===== src/rtl/cpu_ctrl_pkg.sv =====
// Shared definitions for the hardwired control sequencer: opcodes, IR field positions,
// the state enumeration and the packed control-word layout.
package cpu_ctrl_pkg;

    localparam logic [4:0] OP_AND  = 5'b00010;
    localparam logic [4:0] OP_OR   = 5'b00011;
    localparam logic [4:0] OP_ADD  = 5'b00100;
    localparam logic [4:0] OP_SUB  = 5'b00101;
    localparam logic [4:0] OP_NOP  = 5'b11010;
    localparam logic [4:0] OP_HALT = 5'b11011;

    localparam int OP_MSB = 31;
    localparam int OP_LSB = 27;
    localparam int RA_MSB = 26;
    localparam int RA_LSB = 23;
    localparam int RB_MSB = 22;
    localparam int RB_LSB = 19;
    localparam int RC_MSB = 18;
    localparam int RC_LSB = 15;

    typedef enum logic [3:0] {
        S_IDLE,
        S_T0,
        S_T1,
        S_T2,
        S_T3,
        S_T4,
        S_T5,
        S_HALT,
        S_ERR
    } state_t;

    typedef enum logic [1:0] {
        ALU_AND,
        ALU_OR,
        ALU_ADD,
        ALU_SUB
    } alu_sel_t;

    // Field order matches the concatenation that drives the top-level ports
    typedef struct packed {
        logic pc_out;
        logic zhigh_out;
        logic zlow_out;
        logic mdr_out;
        logic mar_in;
        logic pc_in;
        logic mdr_in;
        logic ir_in;
        logic y_in;
        logic z_in;
        logic inc_pc;
        logic read;
        logic gra;
        logic grb;
        logic grc;
        logic r_in;
        logic r_out;
        logic alu_and;
        logic alu_or;
        logic alu_add;
        logic alu_sub;
    } ctrl_t;

endpackage


===== src/rtl/ctrl_decode.sv =====
// Combinational opcode classifier: ALU / NOP / HALT / illegal plus the ALU strobe select.
module ctrl_decode
    import cpu_ctrl_pkg::*;
(
    input  logic [4:0] opcode,
    output logic       is_alu,
    output logic       is_nop,
    output logic       is_halt,
    output logic       is_illegal,
    output alu_sel_t   alu_sel
);

    always_comb begin
        is_alu     = 1'b0;
        is_nop     = 1'b0;
        is_halt    = 1'b0;
        is_illegal = 1'b0;
        alu_sel    = ALU_AND;
        case (opcode)
            OP_AND: begin
                is_alu  = 1'b1;
                alu_sel = ALU_AND;
            end
            OP_OR: begin
                is_alu  = 1'b1;
                alu_sel = ALU_OR;
            end
            OP_ADD: begin
                is_alu  = 1'b1;
                alu_sel = ALU_ADD;
            end
            OP_SUB: begin
                is_alu  = 1'b1;
                alu_sel = ALU_SUB;
            end
            OP_NOP:  is_nop     = 1'b1;
            OP_HALT: is_halt    = 1'b1;
            default: is_illegal = 1'b1;
        endcase
    end

endmodule


===== src/rtl/control_sequencer.sv =====
// Hardwired fetch/execute control sequencer with registered Moore outputs.
// Optional macro CTRL_MEM_WAIT_EN makes T1 wait for Mem_ready.
module control_sequencer
    import cpu_ctrl_pkg::*;
(
    input  logic        Clock,
    input  logic        Clear,
    input  logic        Run,
    input  logic [31:0] IR,
    input  logic        Mem_ready,
    output logic        PCout,
    output logic        Zhighout,
    output logic        Zlowout,
    output logic        MDRout,
    output logic        MARin,
    output logic        PCin,
    output logic        MDRin,
    output logic        IRin,
    output logic        Yin,
    output logic        Zin,
    output logic        IncPC,
    output logic        Read,
    output logic        Gra,
    output logic        Grb,
    output logic        Grc,
    output logic        Rin,
    output logic        Rout,
    output logic        AND,
    output logic        OR,
    output logic        ADD,
    output logic        SUB,
    output logic        Busy,
    output logic        Halted,
    output logic        Fault,
    output logic [15:0] Instr_count
);

    state_t   state;
    state_t   next_state;
    ctrl_t    ctrl;
    logic     is_alu;
    logic     is_nop;
    logic     is_halt;
    logic     is_illegal;
    alu_sel_t alu_sel;
    logic     unused_bits;

`ifdef CTRL_MEM_WAIT_EN
    assign unused_bits = ^IR[RA_MSB:0];
`else
    assign unused_bits = ^{IR[RA_MSB:0], Mem_ready};
`endif

    ctrl_decode u_decode (
        .opcode     (IR[OP_MSB:OP_LSB]),
        .is_alu     (is_alu),
        .is_nop     (is_nop),
        .is_halt    (is_halt),
        .is_illegal (is_illegal),
        .alu_sel    (alu_sel)
    );

    // Control word for a state; registering it alongside the state keeps outputs aligned with it
    function automatic ctrl_t ctrl_for(input state_t s, input logic alu, input alu_sel_t sel);
        ctrl_t c;
        c = '0;
        case (s)
            S_T0: begin
                c.pc_out = 1'b1;
                c.mar_in = 1'b1;
                c.inc_pc = 1'b1;
                c.z_in   = 1'b1;
            end
            S_T1: begin
                c.zlow_out = 1'b1;
                c.pc_in    = 1'b1;
                c.read     = 1'b1;
                c.mdr_in   = 1'b1;
            end
            S_T2: begin
                c.mdr_out = 1'b1;
                c.ir_in   = 1'b1;
            end
            S_T3: begin
                c.grb   = alu;
                c.r_out = alu;
                c.y_in  = alu;
            end
            S_T4: begin
                c.grc   = 1'b1;
                c.r_out = 1'b1;
                c.z_in  = 1'b1;
                case (sel)
                    ALU_AND: c.alu_and = 1'b1;
                    ALU_OR:  c.alu_or  = 1'b1;
                    ALU_ADD: c.alu_add = 1'b1;
                    default: c.alu_sub = 1'b1;
                endcase
            end
            S_T5: begin
                c.zlow_out = 1'b1;
                c.gra      = 1'b1;
                c.r_in     = 1'b1;
            end
            default: c = '0;
        endcase
        return c;
    endfunction

    always_comb begin
        next_state = state;
        case (state)
            S_IDLE: next_state = Run ? S_T0 : S_IDLE;
            S_T0:   next_state = S_T1;
`ifdef CTRL_MEM_WAIT_EN
            S_T1:   next_state = Mem_ready ? S_T2 : S_T1;
`else
            S_T1:   next_state = S_T2;
`endif
            S_T2:   next_state = S_T3;
            S_T3: begin
                if (is_illegal)
                    next_state = S_ERR;
                else if (is_halt)
                    next_state = S_HALT;
                else if (is_nop)
                    next_state = S_T0;
                else
                    next_state = S_T4;
            end
            S_T4:   next_state = S_T5;
            S_T5:   next_state = S_T0;
            S_HALT: next_state = S_HALT;
            S_ERR:  next_state = S_ERR;
            default: next_state = S_IDLE;
        endcase
    end

    always_ff @(posedge Clock) begin
        if (Clear) begin
            state       <= S_IDLE;
            ctrl        <= '0;
            Busy        <= 1'b0;
            Halted      <= 1'b0;
            Fault       <= 1'b0;
            Instr_count <= 16'd0;
        end else begin
            state  <= next_state;
            ctrl   <= ctrl_for(next_state, is_alu, alu_sel);
            Busy   <= (next_state != S_IDLE) && (next_state != S_HALT);
            Halted <= (next_state == S_HALT);
            Fault  <= (next_state == S_ERR);
            if ((state == S_T5) || ((state == S_T3) && is_nop))
                Instr_count <= Instr_count + 16'd1;
        end
    end

    assign {PCout, Zhighout, Zlowout, MDRout, MARin, PCin, MDRin, IRin, Yin, Zin, IncPC, Read,
            Gra, Grb, Grc, Rin, Rout, AND, OR, ADD, SUB} = ctrl;

endmodule


===== config.mk =====
export PLATFORM = sky130hd
export DESIGN_NAME = control_sequencer
export DESIGN_NICKNAME = d
export VERILOG_FILES = /design/src/rtl/cpu_ctrl_pkg.sv /design/src/rtl/ctrl_decode.sv /design/src/rtl/control_sequencer.sv
export SDC_FILE = /design/constraint.sdc
export NUM_CORES = 1
export LEC_CHECK = 0
export ABC_CLOCK_PERIOD_IN_PS = 1520
export CORE_ASPECT_RATIO = 1.2
export CORE_UTILIZATION = 39
export CTS_BUF_LIST = sky130_fd_sc_hd__clkbuf_4 sky130_fd_sc_hd__clkbuf_8
export CTS_CLUSTER_SIZE = 14
export DETAILED_ROUTE_END_ITERATION = 12
export PLACE_DENSITY_LB_ADDON = 0.12
export SETUP_SLACK_MARGIN = 0.05
export SYNTH_ARGS = -nofsm -noshare
export SYNTH_HDL_FRONTEND = slang
export SYNTH_SLANG_ARGS = --single-unit

===== constraint.sdc =====
create_clock -name Clock -period 1.52 [get_ports Clock]
set_clock_uncertainty 0.15 [all_clocks]
set_input_delay 0.304 -clock Clock [delete_from_list [all_inputs] [get_ports Clock]]
set_output_delay 0.304 -clock Clock [all_outputs]
set_load 0.005 [all_outputs]

### After elaboration in Yosys (flattened, before gate mapping)

Cells that the tools add are included.

| operators by class | value |
|---|---|
| add/subtract/negate cells | 1 |
| equality and inequality tests | 25 |
| mux-type cells | 23 |
| bitwise operators | 1 |
| reduce and logical (&&, ||, !) cells | 12 |

Operators with widths:

| cell | number |
|---|---|
| one-hot mux 4 bit (9 select lines) | 1 |
| equality test 4 x 3 -> 1 bit, second input constant | 8 |
| adder 16 x 1 -> 16 bit, second input constant | 1 |
| equality test 4 x 2 -> 1 bit, second input constant | 4 |
| two-way mux 1 bit | 16 |
| equality test 5 x 2 -> 1 bit, second input constant | 2 |
| equality test 5 x 3 -> 1 bit, second input constant | 2 |
| equality test 5 bit, second input constant | 2 |
| equality test 4 x 1 -> 1 bit, second input constant | 2 |
| equality test 4 bit, second input constant | 2 |
| two-way mux 3 bit | 2 |
| one-hot mux 2 bit (3 select lines) | 1 |
| OR reduction 2 bit | 3 |
| OR reduction 6 bit | 1 |
| zero test 4 bit | 1 |
| two-way mux 4 bit | 1 |
| != test 4 x 3 -> 1 bit, second input constant | 1 |
| nonzero test 4 bit | 1 |
| OR reduction 4 bit | 1 |
| OR reduction 3 bit | 1 |
| equality test 2 x 1 -> 1 bit, second input constant | 1 |
| equality test 2 bit, second input constant | 1 |
| logical AND 1 bit | 2 |
| zero test 2 bit | 1 |
| other kinds (4) | 4 |

| storage, ports and cells | value |
|---|---|
| flip-flop bits (word level) | 39 |
| output and inout port bits | 40 |
| word-level logic and storage cells | 83 |

### Depth between registers and ports, before layout

| depth | value |
|---|---|
| depth in word-level cells | 9 |
| depth in mapped cells | 6 |
| depth with buffers taken out | 5 |

### Cells and area by module

Synthesis repeated with hierarchy kept, for this count alone.

| unflattened totals | value |
|---|---|
| cell total of the unflattened synthesis | 183 |
| area, all modules | 1677.9 um^2 |

Modules (own cells, without submodules):

| module | times used | cells each | area each (um^2) |
|---|---|---|---|
| control_sequencer | 1 | 174 | 1609.0 |
| ctrl_decode | 1 | 9 | 68.8 |

### Least setup slack after synthesis

Ideal clock, no wire load.

| timing | value |
|---|---|
| path type | input to register |
| start | in IR[29] |
| end | reg Instr_count[15] |
| library setup time | 0.070 ns |
| arrival time | 1.450 ns |
| data required time | 1.300 ns |
| slack | -0.150 ns |
| cell stages on the path | 5 |
| path through | and4b_1 -> a21oi_2 -> buf_6 -> or4_1 -> a21oi_1 |

| on the way | value |
|---|---|
| word-level cells in the longest chain between the ends | 4 |

Ends and longest elaborated chain:

| what | RTL line | source |
|---|---|---|
| start: declaration | control_sequencer.sv:9 | `input logic [31:0] IR,` |
| equality test 5 bit | ctrl_decode.sv:19 | `case (opcode)` |
| two-way mux 1 bit | ctrl_decode.sv:19 |  |
| logical AND 1 bit | control_sequencer.sv:153 | `if ((state == S_T5) \|\| ((state == S_T3) && is_nop))` |
| logical OR 1 bit | control_sequencer.sv:153 |  |
| end signal: assignment | control_sequencer.sv:154 | `Instr_count <= Instr_count + 16'd1;` |
| end: declaration | control_sequencer.sv:35 | `output logic [15:0] Instr_count` |

Every way passes these cells.
A chain may end at the register's enable or synchronous reset.

### Worst setup path in the final report

| timing | value |
|---|---|
| start | reg state[0] |
| end | reg Instr_count[12] |

| on the way | value |
|---|---|
| word-level cells in the longest chain between the ends | 3 |

Ends and longest elaborated chain:

| what | RTL line | source |
|---|---|---|
| start: declaration | control_sequencer.sv:38 | `state_t state;` |
| start signal: assignment | control_sequencer.sv:148 | `state <= next_state;` |
| equality test 4 x 3 -> 1 bit | control_sequencer.sv:153 |  |
| logical AND 1 bit | control_sequencer.sv:153 |  |
| logical OR 1 bit * | control_sequencer.sv:153 |  |

Every way passes the cells marked *; elsewhere a longest branch is shown, timed or not.

==> impl_metrics.yaml <==
detailed_routing:
  met2_length_mm: 4.10
  dr.pass1.iters: 6
  dr.max_layer_used: "met4"
  route.detailed.drc: 0
  drt_first_iter_violations: 126
  wl_met3_um: 222
  via_per_inst: 5.61
  drt-met1-wl_mm: 2.58
  routedWlPerCell_um: 18.8
  ant_nets: 0
  drt-total-wl_mm: 7.17
  vias: 2144
critical_path:
  end_kind: "flip-flop"
  rr_worst_depth: 5
  timing.rr.start: "state[0]"
  crit_arrival_ns: 1.90
  r2r_slack_ns: -0.30
  path_max_fanout: 4
  cp-start-kind: "flip-flop"
  worstPathRequired_ns: 1.60
  rr_endpoint: "Instr_count[12]"
  worstSetupPathType: "reg -> reg"
final_layout:
  final_cell_count_no_fill: 382
  nFillCells: 251
  area_delta_synth_final_pct: 104
  num_antenna_cells: 0
  stdcell_area_sq_um: 3510
  final_core_util: 0.823
  layout_commonest_cell: "buf_4"
  fin_nets: 362
  layout_common_cells: "buf_4, dlygate4sd2_1, buf_6"
  drive_gt1_frac: 0.632
cts:
  hold_buffers: 0
  clkSinkCount: 36
  h-tree-depth: 2
  insertion_delay_ns: 0.30
  cts.clk_slew.worst_paths_ns: 0.08
  clk_path_buf_depth: 2
  cts_buffers: 5
  cts-root-buf: "clkbuf_8"
  cts_tree: "built"
synth:
  yosys_warnings: 0
  synth_cell_types: 47
  synth_nets: 233
  synth_ff_type: "dfxtp_1"
  avgSynthCellArea_sq_um: 8.78
  ys_async_sr_fraction: 0
  ys_seq_elements: 36
  syn_area_sq_um: 1720
  synthCells: 196
  synth_edf_count: 0
  ys_seq_area_frac: 0.419
sta:
  max_clock_freq_ghz: 0.550
  finalCriticalPeriod_ns: 1.82
  hold_viol_final: 0
  setup_viol: 30
  grt_setup_unrepaired: "true"
  hold_slack_ns: 0.331
  fin_crit_sh: 1.20
  final_max_slew_viol_count: 0
  setup_slack_ns: -0.299
power:
  p_sw_uw: 777
  combPwrFrac: 0.312
  power_frac_seq: 0.410
  clock_power_share: 0.279
  leakage_nw: 1.54
  p_per_area_nw_per_um2: 702
  swShare: 0.316
  internal_power_mw: 1.68
  ir_drop_uv: 686
floorplan:
  start_util: 0.404
  ios: 76
  dieArea_sq_um: 4680
  rows: 26
  die_h_um: 74.8
  die_w_um: 62.7
  coreArea_sq_um: 4260
grt:
  grt_pass1_wl_mm: 9.82
  track_usage: 0.274
  grt_pass1_vias: 2170
  grt_max_degree: 17
  antenna_found_initial: 0
  grt.overflow.total: 0
placed_design:
  gp_congestion: 0.846
  dp_hpwl_mm: 3.72
  io_buffers: 46
  dpl_cell_area_sq_um: 2630
  place_inst: 337
status:
  violations: "negative setup slack"
  outcome: "finished, violations left"
run:
  cap_violations: 0
worst_hold_path:
  worstHoldEndpoint: "ADD"
  hp-start: "IR[28]"
  hold_depth: 3
  holdCritPathClass: "in -> reg"
layer usage:
| metal | GRT usage | vias up |
|---|---|---|
| met1 | 0.250 | 1051 |
| met2 | 0.550 | 71 |
| li1 | - | 996 |
| met5 | 0 | - |
| met4 | 0.176 | 0 |
| met3 | 0.0636 | 26 |
metrics by stage:
stage | total power, mW | worst slack (ns) | TNS [ns]
final | 2.46 | -0.299 | -4.30
after global routing | 2.55 | -0.392 | -5.84
after CTS | 2.32 | -0.182 | -2.18
after detailed placement | 1.51 | -0.713 | -21.25
after global placement | 1.49 | -0.641 | -18.99
after floorplan | 1.29 | -0.0948 | -0.998
power by group through the flow:
| stage | Combinational (mW) | Clock, mW | Sequential (mW) |
|---|---|---|---|
| finish | 0.767 | 0.686 | 1.01 |
| global route | 0.801 | 0.739 | 1.01 |
| CTS | 0.630 | 0.688 | 1.01 |
| detailed placement | 0.478 | 0 | 1.03 |
| global placement | 0.464 | 0 | 1.03 |
| floorplan | 0.267 | 0 | 1.02 |
final cells by class:
type | instances | area [sq um] | share of cell area
Clock buffer | 5 | 68.8 | 0.0196
Clock inverter | 3 | 18.8 | 0.00535
Inverter | 5 | 26.3 | 0.00749
Multi-Input combinational cell | 137 | 1330 | 0.378
Sequential cell | 36 | 763 | 0.218
Tap cell | 56 | 70.1 | 0.0200
Timing Repair Buffer | 140 | 1230 | 0.352
worst max-delay path by stage:
stage               slack (ns)  cells after the start         endpoint  startpoint
floorplan                -0.09                      5   Instr_count[5]    state[3]
global route             -0.39                      5  Instr_count[12]    state[2]
global placement         -0.64                      6   Instr_count[8]      IR[28]
detailed placement       -0.71                      6              AND      IR[29]
CTS                      -0.18                      5   Instr_count[7]    state[2]
finish                   -0.30                      5  Instr_count[12]    state[0]
sequential cells by signal, summed over array words and instances, names as in the netlist:
name	flops
IncPC	1
Busy	1
Zin	1
Halted	1
ADD	1
IRin	1
Zlowout	1
Rin	1
Fault	1
SUB	1
Read	1
OR	1
Rout	1
state	4
Instr_count	16
Grc	1
AND	1
Grb	1
kinds of logic (layout without fill, tap and decap cells):
logic type               Yosys count  after routing  share of synthesized area
AND/OR/NAND/NOR                   80             80                      0.289
AO/OA/AOI/OAI                     51             53                      0.193
flip-flops                        36             36                      0.419
buffers and inverters             25            153                     0.0807
XOR/XNOR                           2              2                     0.0102
adder cells (fa/ha/maj)            1              1                    0.00727
other                              1              1                    0.00218
critical path, stage by stage, from the launching register on:
cell and delay [ns]:
dfxtp_2 0.36, nor3b_4 0.31, nand4_1 0.21, buf_4 0.20, or4_4 0.41, a21oi_2 0.11
cell usage after synthesis (3+ instances only):
master / instances / share of area
dfxtp_1: 36 / 0.42
a21oi_1: 20 / 0.058
nand2_1: 13 / 0.028
o31ai_1: 13 / 0.057
or4_1: 13 / 0.057
buf_4: 8 / 0.035
nor2b_1: 7 / 0.025
buf_2: 6 / 0.017
nor2_1: 6 / 0.013
inv_1: 5 / 0.011
nor4_1: 5 / 0.018
o21ai_0: 5 / 0.015
clkbuf_1: 4 / 0.0087
nand4_1: 4 / 0.015
nor3_1: 4 / 0.012
nor3b_1: 4 / 0.017
and2_1: 3 / 0.011
nand3_1: 3 / 0.0087
timing repair:
action                     4_1_cts  5_1_grt
setup buffers                   24       14
gates resized for setup        144       69
setup endpoints to repair       75       47
gates cloned                     2        0
pin swaps                       28       31
Note: power is estimated with default switching activity, not from simulation.
